`config.mk`:
```
export PLATFORM = sky130hd
export DESIGN_NAME = pool2x2_param_layer
export DESIGN_NICKNAME = d
export VERILOG_FILES = /design/src/rtl/pool2x2_param_layer.sv
export SDC_FILE = /design/constraint.sdc
export NUM_CORES = 2
export LEC_CHECK = 0
export BUFFER_PORTS_ARGS = -buffer_cell sky130_fd_sc_hd__buf_4
export CORE_ASPECT_RATIO = 1.75
export CORE_UTILIZATION = 35
export DETAILED_ROUTE_END_ITERATION = 12
export HOLD_SLACK_MARGIN = 0.06
export PLACE_DENSITY_LB_ADDON = 0.1
export SYNTH_ARGS = -nofsm -noshare
export SYNTH_HDL_FRONTEND = slang
export SYNTH_SLANG_ARGS = --single-unit
```
`constraint.sdc`:
```
create_clock -name clk -period 8.95 [get_ports clk]
set_input_delay 0.4475 -clock clk [delete_from_list [all_inputs] [get_ports clk]]
set_output_delay 0.4475 -clock clk [all_outputs]
set_load 0.01 [all_outputs]
```
`src/rtl/pool2x2_param_layer.sv`:
```
// 2x2 pooling layer (signed max / floor average) over CH packed channels.
// Walks an out_dim x out_dim output frame in raster order: one window read per cycle, one save two cycles later.
module pool2x2_param_layer #(
  parameter int CH = 8,
  parameter int DW = 16,
  parameter int AW = 16
) (
  input  logic             clk,
  input  logic             rst,
  input  logic             start,
  input  logic [AW-1:0]    out_dim,
  input  logic             pool_mode,
  input  logic             hold,
  input  logic [CH*DW-1:0] in_ee,
  input  logic [CH*DW-1:0] in_eo,
  input  logic [CH*DW-1:0] in_oe,
  input  logic [CH*DW-1:0] in_oo,
  output logic             rd_en,
  output logic [AW-1:0]    rd_row,
  output logic [AW-1:0]    rd_col,
  output logic             save_en,
  output logic [AW-1:0]    out_row,
  output logic [AW-1:0]    out_col,
  output logic [CH*DW-1:0] out_data,
  output logic             row_done,
  output logic             done,
  output logic             busy
);

  typedef enum logic [1:0] {
    S_IDLE  = 2'd0,
    S_RUN   = 2'd1,
    S_DRAIN = 2'd2
  } state_t;

  state_t           r_state;
  state_t           w_next;

  logic [AW-1:0]    r_dim;
  logic             r_mode;
  logic [AW-1:0]    r_rd_row;
  logic [AW-1:0]    r_rd_col;

  logic             r_v1;
  logic [AW-1:0]    r_row1;
  logic [AW-1:0]    r_col1;
  logic             r_v2;
  logic [AW-1:0]    r_row2;
  logic [AW-1:0]    r_col2;
  logic [CH*DW-1:0] r_data;

  logic             w_start_ok;
  logic [AW-1:0]    w_dim_m1;
  logic             w_col_last;
  logic             w_rd_last;
  logic             w_rd_en;
  logic             w_busy;
  logic             w_row_done;
  logic             w_done;
  logic [CH*DW-1:0] w_pool;

  // Sum is sign-extended to DW+2 bits so four extreme values cannot overflow.
  function automatic logic [DW-1:0] pool_ch(
    input logic signed [DW-1:0] a,
    input logic signed [DW-1:0] b,
    input logic signed [DW-1:0] c,
    input logic signed [DW-1:0] d,
    input logic                 avg
  );
    logic signed [DW-1:0] m0;
    logic signed [DW-1:0] m1;
    logic signed [DW+1:0] s;
    m0 = (a > b) ? a : b;
    m1 = (c > d) ? c : d;
    s  = {{2{a[DW-1]}}, a} + {{2{b[DW-1]}}, b} + {{2{c[DW-1]}}, c} + {{2{d[DW-1]}}, d};
    if (avg) return DW'(s >>> 2);
    return (m0 > m1) ? m0 : m1;
  endfunction

  assign w_start_ok = start && (out_dim != '0);
  assign w_dim_m1   = r_dim - AW'(1);
  assign w_col_last = (r_rd_col == w_dim_m1);
  assign w_rd_last  = w_col_last && (r_rd_row == w_dim_m1);

  always_ff @(posedge clk or posedge rst) begin
    if (rst) r_state <= S_IDLE;
    else     r_state <= w_next;
  end

  always_comb begin
    w_next = r_state;
    case (r_state)
      S_IDLE:  if (w_start_ok) w_next = S_RUN;
      S_RUN:   if (w_rd_en && w_rd_last) w_next = S_DRAIN;
      S_DRAIN: if (w_done) w_next = S_IDLE;
      default: w_next = S_IDLE;
    endcase
  end

  always_comb begin
    w_rd_en = 1'b0;
    w_busy  = 1'b0;
    case (r_state)
      S_RUN: begin
        w_rd_en = ~hold;
        w_busy  = 1'b1;
      end
      S_DRAIN: w_busy = 1'b1;
      default: ;
    endcase
  end

  always_ff @(posedge clk or posedge rst) begin
    if (rst) begin
      r_dim  <= '0;
      r_mode <= 1'b0;
    end else if (r_state == S_IDLE && w_start_ok) begin
      r_dim  <= out_dim;
      r_mode <= pool_mode;
    end
  end

  always_ff @(posedge clk or posedge rst) begin
    if (rst) begin
      r_rd_row <= '0;
      r_rd_col <= '0;
    end else if (r_state == S_IDLE && w_start_ok) begin
      r_rd_row <= '0;
      r_rd_col <= '0;
    end else if (w_rd_en) begin
      if (w_col_last) begin
        r_rd_col <= '0;
        r_rd_row <= w_rd_last ? '0 : r_rd_row + AW'(1);
      end else begin
        r_rd_col <= r_rd_col + AW'(1);
      end
    end
  end

  always_comb begin
    w_pool = '0;
    for (int unsigned k = 0; k < CH; k++) begin
      w_pool[k*DW +: DW] = pool_ch(in_ee[k*DW +: DW], in_eo[k*DW +: DW],
                                   in_oe[k*DW +: DW], in_oo[k*DW +: DW], r_mode);
    end
  end

  // The pipeline never stalls: hold only suppresses new reads, which become bubbles here.
  always_ff @(posedge clk or posedge rst) begin
    if (rst) begin
      r_v1   <= 1'b0;
      r_row1 <= '0;
      r_col1 <= '0;
      r_v2   <= 1'b0;
      r_row2 <= '0;
      r_col2 <= '0;
      r_data <= '0;
    end else begin
      r_v1 <= w_rd_en;
      if (w_rd_en) begin
        r_row1 <= r_rd_row;
        r_col1 <= r_rd_col;
      end
      r_v2 <= r_v1;
      if (r_v1) begin
        r_row2 <= r_row1;
        r_col2 <= r_col1;
        r_data <= w_pool;
      end
    end
  end

  assign w_row_done = r_v2 && (r_col2 == w_dim_m1);
  assign w_done     = w_row_done && (r_row2 == w_dim_m1);

  assign rd_en    = w_rd_en;
  assign rd_row   = r_rd_row;
  assign rd_col   = r_rd_col;
  assign save_en  = r_v2;
  assign out_row  = r_row2;
  assign out_col  = r_col2;
  assign out_data = r_data;
  assign row_done = w_row_done;
  assign done     = w_done;
  assign busy     = w_busy;

endmodule

```
==> metrics.txt <==
CTS root buf clkbuf_16; maximum number of pins on one net before global-route repair about 140; Post-synth top flop dfrtp_1; Layout Nets 5971; wire length on met2 76600 µm; layout cell share with drive strength beyond 1 22.4%; critical path's top delay family compound AO/OA/AOI/OAI gates; upper clock frequency limit 0.165 GHz; Crit path buffers/inverters 3; Synth Register Bits 245; pwr dens 215 mW/mm²; number of enable flip-flop cells after synthesis 0; wire length on met3 9610 µm; DRC violations left 0; placeable core area 0.102 mm²; top post-synthesis cells by count 511 x ha_1, 388 x inv_1, 292 x nand2_1; critical path peak fanout 19; Seq. cell area 0.00614 mm²; Mapped Nets about 5.3k; Starting Density 35.4%; Mapped Area between 0.03 and 0.04 mm²; final hold viol count 0; Final Critical Period 6080 ps; Routed Wire Length roughly 150000 µm; worst hold path type input pin to asynchronous set/reset pin; cell accounting for the most synthesized area ha_1; deepest clock path buffer count 3; clock slew at reported path FFs 60 ps; setup TNS 0 ps; Seq/Total Area, Yosys 16.9%; Post-Route M1 WL 54600 µm; P_sw 4.56 mW; overall routing resource usage 27.7%; Area after DPL 0.0432 mm²; largest cells by area after synthesis ha_1 18%, dfrtp_1 17%, fa_1 15%, mux2_2 5.4%, mux2i_1 4.6%; die width 245 µm; vias in the first global route 35.4k; CTS buffer count 34; Max IR drop VDD 0.191 mV; Clock Power Share 15.0%; Startpoint Class input pin; IO buf count about 730; H-tree levels 2; Vias 33.3k; Worst Skew roughly 32 ps; Post-Synthesis Cells about 4.0k; number of core rows 155; post-synthesis cell type count 92; top cell type's share of synthesized area 17.6%; DRC violation total after the first TritonRoute iteration 1618; Avg WL per Cell 24.4 µm; Routability Congestion 0.974; CTS tree done; multi-input logic area 0.0282 mm²; crit-path cells buf_4 -> ha_1 -> a21oi_1 -> o21ai_0 -> nor3b_1 -> a2111oi_0 -> a221o_1 -> buf_4 -> mux2i_1 -> inv_1 -> ha_1 -> nand4_1 -> a21oi_1 -> a2111oi_0 -> o21ai_0 -> mux2i_4 -> mux2_2 -> nor2_1 -> a221o_1; remaining antenna violation count after routing 0; Max Cap Viol 0; clk_lat worst skew 570 ps; Worst Setup End Kind flop; height of the die roughly 430 µm; Logic pwr share 64.4%; RSZ-0062 raised after global routing false; status completed; vias per cell 5.53; Flop pwr share 20.6%; fill cell count 10.4k; Worst-Margin Slew about 1100 ps; antenna violations before repair 22; GRT Residual Overflow 0; TritonRoute pass-1 iters 5; HPWL Detailed 124000 µm; Sinks on Clock Net 245; crit path kind input pin to flop; crit share post-route 67.9%; switching power share of the total between 40% and 50%; cell with the most instances after synthesis ha_1; CP arrival 6510 ps; total number of yosys warnings 0; first-pass GRT wire length 218000 µm; I/O pin cnt 730; postcts setup bufs 0; Worst slew margin 23.7%; Slowest-stage cell, CP mux2i_4; final setup fails 0; DR top layer met5; LEAKAGE 21.6 nW; max-slew violations 0; final instance area ~0.044 mm²; average size of a mapped cell 9.08 µm²; die area 0.105 mm²; Power Internal 4.98 mW; Layout area overhead 22.3%; CTS Hold Buffers Added 0; async set or reset register ratio after synthesis 100%; Critical Path Max Stage Delay around 910 ps; # resized after CTS 0; Worst Path Required 9390 ps
==> kinds of logic (layout without fill, tap and decap cells) <==
group           Yosys count  count (layout)  synth area share [%]
compound gates          929             929                  17.1
xor+xnor                164             164                  4.30
fa+ha+maj               775             775                  32.2
buf+inv                 518            1207                  5.49
flops                   245             245                  16.9
mux                     340             340                  9.98
other cells               0               9                     0
simple gates           1024            1024                  14.0
==> area by class of cell <==
class / count / area share, %
Multi-Input combinational cell: 3232 / 63.6
Inverter: 389 / 3.31
Tap cell: 1334 / 3.76
Clock buffer: 43 / 2.13
Timing Repair Buffer: 761 / 12.9
Sequential cell: 245 / 13.8
Antenna cell: 9 / 0.0508
Clock inverter: 14 / 0.392
==> power by group through the flow <==
stage / registers (mW) / clock network [mW] / logic, mW
detailed placement: 1.98 / 0 / 6.15
CTS: 1.96 / 1.48 / 6.19
finish: 1.97 / 1.43 / 6.15
global route: 2.01 / 1.50 / 6.77
floorplan: 1.86 / 0 / 3.81
global placement: 1.98 / 0 / 6.13
==> worst reg2reg max path: stages (launching register included) <==
cell      delay, ps
dfrtp_1         590
inv_1           140
ha_1            400
or4b_1          720
o41ai_1         590
and2_1          490
o21ai_0         120
or4_1           580
o31ai_4         730
nor2b_2         330
a2bb2o_1        350
==> metal layers <==
metal / global-route usage (%) / vias to the layer above
met5: 0 / -
met4: 10.5 / 24
met2: 51.4 / 979
met3: 6.22 / 262
li1: - / 15700
met1: 30.0 / 16300
==> registers in the layout, indices dropped and copies added (netlist names) <==
| name | count |
|---|---|
| out_col | 16 |
| out_data | 128 |
| out_row | 16 |
| r_col1 | 16 |
| r_dim | 16 |
| r_mode | 1 |
| r_row1 | 16 |
| r_state | 2 |
| r_v1 | 1 |
| rd_col | 16 |
| rd_row | 16 |
| save_en | 1 |
==> worst paths after layout <==
kind,start,endpoint,slack (ps),cells after the start
max reg2reg,r_dim[0]$_DFFE_PP0P_,rd_row[1]$_DFFE_PP0P_,3770,10
min,rst,r_col1[9]$_DFFE_PP0P_,40,2
min in group clk,out_dim[4],r_dim[4]$_DFFE_PP0P_,120,2
max in group asynchronous,rst,out_data[12]$_DFFE_PP0P_,7500,3
min reg2reg,r_col1[12]$_DFFE_PP0P_,r_col1[12]$_DFFE_PP0P_,470,2
max,in_ee[71],out_data[77]$_DFFE_PP0P_,2870,19
==> layout by cell type, fill, tap and decap left out, types with 29 or more instances in the layout <==
cell type / instances
xnor2_1: 103
a21o_1: 77
o21ai_0: 168
mux2i_1: 165
nand2_1: 290
nor2_1: 229
buf_4: 760
a31oi_1: 31
a21oi_1: 240
o221ai_1: 29
inv_1: 386
nor2b_1: 56
mux2_2: 174
ha_1: 511
nand2b_1: 49
nor3_1: 63
xor2_1: 52
o211ai_1: 59
clkbuf_16: 34
nand4_1: 77
nand3_1: 78
o21a_1: 31
a211oi_1: 50
dfrtp_1: 243
fa_1: 264
==> stage by stage <==
stage	hold slack [ps]	power (mW)	std cells	setup slack, ps	utilization, %
floorplan	352	5.67	3995	1770	-
global placement	454	8.11	5961	2480	42.2
detailed placement	458	8.13	5961	2410	42.2
CTS	75.7	9.63	6018	3000	43.3
global route	99.2	10.3	6027	2620	43.3
finish	37.5	9.55	6027	2870	43.3
Note: power is estimated with default switching activity, not from simulation.
